File: src/rtl/phase_angle_calc.sv
// Phase angle converter: floor(diff * SCALE / period) via a restoring divider.
// Both async counters are double-sampled until a stable pair is captured.
module phase_angle_calc #(
  parameter int CNT_W     = 64,
  parameter int OUT_W     = 16,
  parameter int SCALE     = 36000,
  parameter int RETRY_MAX = 8
) (
  input  logic             sysClk,
  input  logic             sysRst,
  input  logic             start,
  input  logic [CNT_W-1:0] diffCounter,
  input  logic [CNT_W-1:0] periodCounter,
  output logic             busy,
  output logic             done,
  output logic             error,
  output logic [OUT_W-1:0] phase
);

  localparam int NW = CNT_W + OUT_W;
  localparam int KW = (OUT_W > 1) ? $clog2(OUT_W) : 1;
  localparam int RW = $clog2(RETRY_MAX + 1);

  typedef enum logic [2:0] {
    IDLE, SAMP_A, SAMP_B, CHECK, DIV, DONE
  } state_t;

  state_t           state;
  logic [CNT_W-1:0] d_a;
  logic [CNT_W-1:0] p_a;
  logic [NW-1:0]    num;
  logic [OUT_W-1:0] q;
  logic [KW-1:0]    k;
  logic [RW-1:0]    retry;

  logic [NW:0]      shifted;
  logic [NW:0]      rem;
  logic             ge;
  logic [NW-1:0]    num_nxt;
  logic [OUT_W-1:0] q_nxt;
  logic [RW-1:0]    retry_inc;
  logic             unstable;

  // One restoring-division step against the divisor aligned to bit k.
  always_comb begin
    shifted   = (NW+1)'(p_a) << k;
    ge        = {1'b0, num} >= shifted;
    rem       = {1'b0, num} - shifted;
    num_nxt   = ge ? rem[NW-1:0] : num;
    q_nxt     = q | (OUT_W'(ge) << k);
    retry_inc = retry + 1'b1;
    unstable  = (diffCounter != d_a) || (periodCounter != p_a);
  end

  always_ff @(posedge sysClk or posedge sysRst) begin
    if (sysRst) begin
      state <= IDLE;
      busy  <= 1'b0;
      done  <= 1'b0;
      error <= 1'b0;
      phase <= '0;
      retry <= '0;
      d_a   <= '0;
      p_a   <= '0;
      num   <= '0;
      q     <= '0;
      k     <= '0;
    end else begin
      case (state)
        IDLE: begin
          if (start) begin
            state <= SAMP_A;
            busy  <= 1'b1;
            error <= 1'b0;
          end
        end
        SAMP_A: begin
          d_a   <= diffCounter;
          p_a   <= periodCounter;
          state <= SAMP_B;
        end
        SAMP_B: begin
          if (unstable) begin
            retry <= retry_inc;
            if (retry_inc == RW'(RETRY_MAX)) begin
              state <= DONE;
              done  <= 1'b1;
              busy  <= 1'b0;
              error <= 1'b1;
            end else begin
              state <= SAMP_A;
            end
          end else begin
            state <= CHECK;
          end
        end
        CHECK: begin
          if (p_a == '0 || d_a >= p_a) begin
            state <= DONE;
            done  <= 1'b1;
            busy  <= 1'b0;
            error <= 1'b1;
          end else begin
            num   <= NW'(d_a) * NW'(SCALE);
            q     <= '0;
            k     <= KW'(OUT_W - 1);
            state <= DIV;
          end
        end
        DIV: begin
          num <= num_nxt;
          q   <= q_nxt;
          k   <= k - 1'b1;
          if (k == '0) begin
            state <= DONE;
            done  <= 1'b1;
            busy  <= 1'b0;
            phase <= q_nxt;
          end
        end
        DONE: begin
          done  <= 1'b0;
          retry <= '0;
          state <= IDLE;
        end
        default: state <= IDLE;
      endcase
    end
  end

endmodule

File: config.mk
export PLATFORM = sky130hd
export DESIGN_NAME = phase_angle_calc
export DESIGN_NICKNAME = d
export VERILOG_FILES = /design/src/rtl/phase_angle_calc.sv
export SDC_FILE = /design/constraint.sdc
export NUM_CORES = 2
export LEC_CHECK = 0
export CAP_MARGIN = 20
export CORE_MARGIN = 2
export CORE_UTILIZATION = 65
export DETAILED_ROUTE_END_ITERATION = 6
export HOLD_SLACK_MARGIN = 0.15
export PLACE_DENSITY = 0.91
export SLEW_MARGIN = 30
export SYNTH_ARGS = -nofsm -noshare
export SYNTH_HDL_FRONTEND = slang
export SYNTH_SLANG_ARGS = --single-unit
File: constraint.sdc
create_clock -name sysClk -period 14.6 [get_ports sysClk]
set_input_delay 2.92 -clock sysClk [delete_from_list [all_inputs] [get_ports sysClk]]
set_output_delay 2.92 -clock sysClk [all_outputs]
set_load 0.005 [all_outputs]
# Word level (Yosys, flattened, before mapping)
# Index checks and enable logic that the tools add are counted.
# Widths: inputs -> output; s select.
dict set report op_classes {
  order_cmp 2
  n_shift 2
  bitwise 1
  n_addsub 3
  n_eq_ne 15
  multipliers 1
  reduce_logical 18
  n_mux 28
}
# operator n
set op_table {}
lappend op_table {{$mux 80} 2}
lappend op_table {{$pmux 80 s2} 1}
lappend op_table {{$ne 64x64->1} 2}
lappend op_table {{$ge 80x81->1} 1}
lappend op_table {{$shl 64x4->81} 1}
lappend op_table {{$sub 80x80->80} 1}
lappend op_table {{$mul 64x11->75 const B} 1}
lappend op_table {{$ge 64x64->1} 1}
lappend op_table {{$logic_not 64->1} 1}
lappend op_table {{$pmux 16 s2} 1}
lappend op_table {{$mux 16} 1}
lappend op_table {{$or 16x16->16} 1}
lappend op_table {{$pmux 4 s2} 2}
lappend op_table {{$shl 1x4->16} 1}
lappend op_table {{$pmux 3 s5} 1}
lappend op_table {{$ne 2x2->1 const B} 7}
lappend op_table {{$mux 3} 4}
lappend op_table {{$mux 1} 11}
lappend op_table {{$reduce_and 5->1} 2}
lappend op_table {{$mux 4} 2}
lappend op_table {{$pmux 1 s4} 2}
lappend op_table {{$reduce_and 2->1} 4}
lappend op_table {{$reduce_bool 4->1} 2}
lappend op_table {{$eq 3x2->1 const B} 2}
lappend op_table {{13 further kinds} 16}
dict set report word_totals {
  output_inout_bits 19
  reg_bits 254
  word_cells 81
  inputBits 131
}

# Depth between registers and ports, before layout
dict set report depth {
  ltp_word 5
  depth_mapped 24
  ltp_nobuf 21
}

# Worst setup path after synthesis
# OpenSTA, ideal clock, no wires.
dict set report synth_path {
  path_kind {reg2reg}
  from {reg d_a[10]}
  to {reg num[78]}
  setup_time_ns 0.128
  t_arrival_ns 5.265
  period_less_slack_ns 5.393
  setup_slack_ns 9.207
  required_time_ns 14.472
  path_stages_with_launch 21
  path_cell_list {dfrtp_1 > ha_1 > ha_1 > fa_1 > fa_1 > inv_1 > fa_1 > inv_1 > ha_1 > buf_2 > a211oi_1 > nor2_1 > nor4_1 > a211oi_2 > o2111ai_1 > a31oi_1 > a21oi_1 > o31ai_2 > a311oi_1 > nor4b_1 > nor3_1}
}
dict set report synth_via {
  elab_chain_cells 4
}
# element line
set synth_rtl {}
lappend synth_rtl {{start, declared} 29} ;# logic [CNT_W-1:0] d_a;
lappend synth_rtl {{start signal, assigned} 78} ;# d_a <= diffCounter;
lappend synth_rtl {{branches (longest 4 deep; another with $mul 64x11->75)} n/a}
lappend synth_rtl {{end signal, assigned} 104} ;# num <= NW'(d_a) * NW'(SCALE);
lappend synth_rtl {{end signal, assigned} 111} ;# num <= num_nxt;
lappend synth_rtl {{end, declared} 31} ;# logic [NW-1:0] num;
# Several ways; the timed one is not identified. The select of a mux whose other input is x is not followed.
# A chain may end at the register's enable or synchronous reset.

# Final worst setup path
dict set report layout_path {
  from {reg k[1]}
  to {reg num[54]}
}
dict set report layout_via {
  elab_chain_cells 4
}
# element line
set layout_rtl {}
lappend layout_rtl {{start, declared} 33} ;# logic [KW-1:0] k;
lappend layout_rtl {{start signal, assigned} 106} ;# k <= KW'(OUT_W - 1);
lappend layout_rtl {{start signal, assigned} 113} ;# k <= k - 1'b1;
lappend layout_rtl {{$shl 64x4->81 *} 46} ;# shifted = (NW+1)'(p_a) << k;
lappend layout_rtl {{$sub 80x80->80 or $ge 80x81->1 (tied branches)} {48, 47}}
lappend layout_rtl {{$mux 80 or $ne 2x2->1 (tied branches)} n/a}
lappend layout_rtl {{$pmux 80 s2 or $reduce_and 3->1 (tied branches)} n/a}
# Every way passes the cells marked *; elsewhere a longest branch is shown, timed or not. The select of a mux whose other input is x is not followed.

==> results.yml <==
outcome:
  status: "finished with violations"
  violations: "DRC"
sta:
  worst_slew_pin_slew_ns: 1.11
  finalSetupViolCount: 0
  finClkSkew_ns: 0.0207
  maxSlewViolCount: 0
  layout_setup_ws_ns: 7.48
  timing.final.crit_share: 0.488
  max_slew_margin: 0.261
  rsz0062_at_grt: "no"
  fin_crit_ns: 7.12
  setup_tns_ns: 0
  final_hold_viol_count: 0
  fmax_mhz: 140
cts:
  clock_sinks: 254
  cts-root-buf: "clkbuf_16"
  post-cts-setup-buffer-count: 0
  clk_latency_ns: 0.65
  cts_tree: "done"
  numCtsBuffers: 31
  htreeDepth: 1
  cts_buffer_depth: 3
  path_clk_slew_ns: 0.07
  cts_resized: 0
  ctsHoldBuffers: 0
setup_path:
  critical_path_required_ns: 15.13
  cpPeakStageDelay_ns: 0.79
  r2r_slack_ns: 7.48
  regToRegEndpoint: "num[54]$_DFFE_PP0P_"
  crit_buf_inv: 2
  worstReg2RegStart: "k[1]$_DFFE_PP0P_"
  slowest_stage: "o22ai_2"
  crit_fanout: 82
  start_kind: "register"
  cp_cell_sequence: "buf_4, mux2i_1, o21ai_0, nor2_1, a21oi_1, mux2i_1, ha_1, nand2_1, nor2_1, nand3_1, nor4_1, nand3_1, nor4_1, a2111oi_0, o22ai_2, or2_4, buf_6, o2111ai_1, o22a_1"
  crit_type: "reg2reg"
  arrival_ns: 7.65
  endpoint_kind: "register"
  reg2reg_depth: 19
  crit_family: "compound AO/OA/AOI/OAI gates"
cells_and_area:
  final_cell_area_um2: 36500
  mostFrequentLayoutCells: "483 x ha_1, 470 x inv_1, 367 x nand2_1, 263 x a21oi_1, 251 x dfrtp_1"
  fill_cells: 3726
  syn2layout_area_growth_pct: 9.30
  final_common_cell: "ha_1"
  layout-drive-gt1-share: 0.0745
  final_nets: 4663
  postLayoutCoreUtil: 0.714
logic_synthesis:
  synthCells: 3831
  synth_fp_nets: 4623
  synth_seq_area_share: 0.190
  synth_seq_cells: 254
  synth_edf_count: 0
  synth-xor-area-share: 0.0669
  synth_compound_area_frac: 0.172
  synth_flop_cell: "dfrtp_1"
  synth_top_family_by_area: "adder cells"
  synth_area_um2: 33400
  synth.area.mux_share: 0.0817
  ys_warn_count: 0
  ys_async_sr_fraction: 1.00
  syn_avg_cell_area_um2: 8.71
  yosys.area_share.simple: 0.128
  synth_fa_ha_area_frac: 0.288
  ys_types: 90
floorplan:
  die_y_um: 231
  initial_utilization: 0.653
  rows: 83
  pin_count: 150
  die_area_um2: 53200
  coreArea_um2: 51100
  die_width_um: 231
routing:
  routedWlPerCell_um: 24.6
  routed_wirelength_um: 113000
  first_iter_violations: 4025
  drt_drc_violations_left: 13
  vias_per_cell: 6.68
  firstDrtPassIters: 7
  num_vias: 30569
  ant_nets: 0
hold_path:
  hold_depth: 2
  hold_path_class: "reg2reg"
  hold_path_end: "num[34]$_DFFE_PP0P_"
  hold_start: "num[34]$_DFFE_PP0P_"
placed_design:
  portBuffers: 149
  dp_hpwl_um: 88400
  pre_cts_ws_ns: 7.46
  place.gp.congestion: 1.04
  postPlaceCellArea_um2: 35300
global_routing:
  grt_remaining_overflow: 0
  grt_max_degree: 194
  grt_pass1_vias: 29755
  grt_pass1_wl_um: 171000
  grt.total_usage: 0.419
  antenna_found_initial: 5
flow_run:
  drv_cap: 0
==> cell families after synthesis <==
kind of cell,after synthesis
and+or+nand+nor,923
DFF,254
muxes,180
buffers and inverters,636
AOI/OAI and AO/OA,922
adders and majority gates,661
xor gates and xnor gates,255
==> worst min-delay path, cell delays in order, from the launching register on <==
cell,delay (ns)
dfrtp_1,0.36
nand2_1,0.05
o21ai_0,0.06
==> routing by layer <==
| layer | up-vias | track usage | share of wire |
|---|---|---|---|
| met5 | - | 0 | 0.00040 |
| met4 | 8 | 0.245 | 0.069 |
| met3 | 462 | 0.106 | 0.13 |
| met2 | 2085 | 0.625 | 0.43 |
| met1 | 14498 | 0.553 | 0.37 |
| li1 | 13516 | - | - |
==> Yosys cell counts, types with 7 or more instances <==
cell       count  area (um2)
o221ai_1      12         105
nor4_1        42         263
a41oi_1       11        96.3
o22ai_1       10        62.6
a21o_1        98         736
o21ai_1       22         110
mux2_2        81         912
a21oi_1      263        1320
inv_1        471        1770
nand3_1       70         350
a211o_1       12         105
nor3_1        33         165
clkbuf_1     117         439
o21bai_1      28         210
ha_1         483        6040
and2_1        23         144
nand4_1       80         500
a211oi_1      24         180
o31ai_1        7        52.6
fa_1         178        3560
buf_1         21        78.8
or3_1         11        68.8
o21a_1        17         128
mux4_2        66        1490
xnor2_1      182        1590
nand2b_1      17         106
a21oi_2       20         175
and3_1        18         113
o211ai_1      16         120
nand2_1      367        1380
mux2i_1       33         330
nor2_1       207         777
a31oi_1       54         338
dfrtp_1      254        6360
o2111ai_1      7        61.3
buf_2         19        95.1
nor2b_1       13        81.3
or2_2         12        75.1
o21ai_0      245        1230
xor2_1        73         639
==> state kept, by name (all words and copies together) (netlist names) <==
name	count
done	1
retry	4
q	16
phase	16
d_a	64
state	3
busy	1
k	4
num	80
error	1
p_a	64
==> cell type report <==
type                            count  area (um2)  share of cell area
Clock buffer                       36         835              0.0229
Antenna cell                        1        2.50           0.0000686
Multi-Input combinational cell   2941       24600               0.675
Tap cell                          680         851              0.0233
Timing Repair Buffer              167        1670              0.0458
Sequential cell                   254        6360               0.174
Clock inverter                     21         347             0.00950
Inverter                          476        1800              0.0492
==> how the worst max path moves through the flow <==
| stage | start | to | cells past startpoint |
|---|---|---|---|
| 3_5_place_dp | k[1]$_DFFE_PP0P_ | num[54]$_DFFE_PP0P_ | 19 |
| 5_1_grt | k[1]$_DFFE_PP0P_ | num[54]$_DFFE_PP0P_ | 19 |
| 2_1_floorplan | sysRst | busy$_DFFE_PP0P_ | 1 |
| 3_3_place_gp | k[1]$_DFFE_PP0P_ | num[54]$_DFFE_PP0P_ | 19 |
| 4_1_cts | k[1]$_DFFE_PP0P_ | num[54]$_DFFE_PP0P_ | 19 |
| 6_report | k[1]$_DFFE_PP0P_ | num[54]$_DFFE_PP0P_ | 19 |
==> stage by stage <==
step | hold slack [ns] | cells
2_1_floorplan | 0.456 | 3831
4_1_cts | 0.495 | 4574
6_report | 0.496 | 4576
5_1_grt | 0.519 | 4575
3_5_place_dp | 0.478 | 4517
3_3_place_gp | 0.471 | 4517
Power is left out: the tool's default activity adds up to more than one toggle a clock period on the data nets, which glitch-free logic cannot reach.
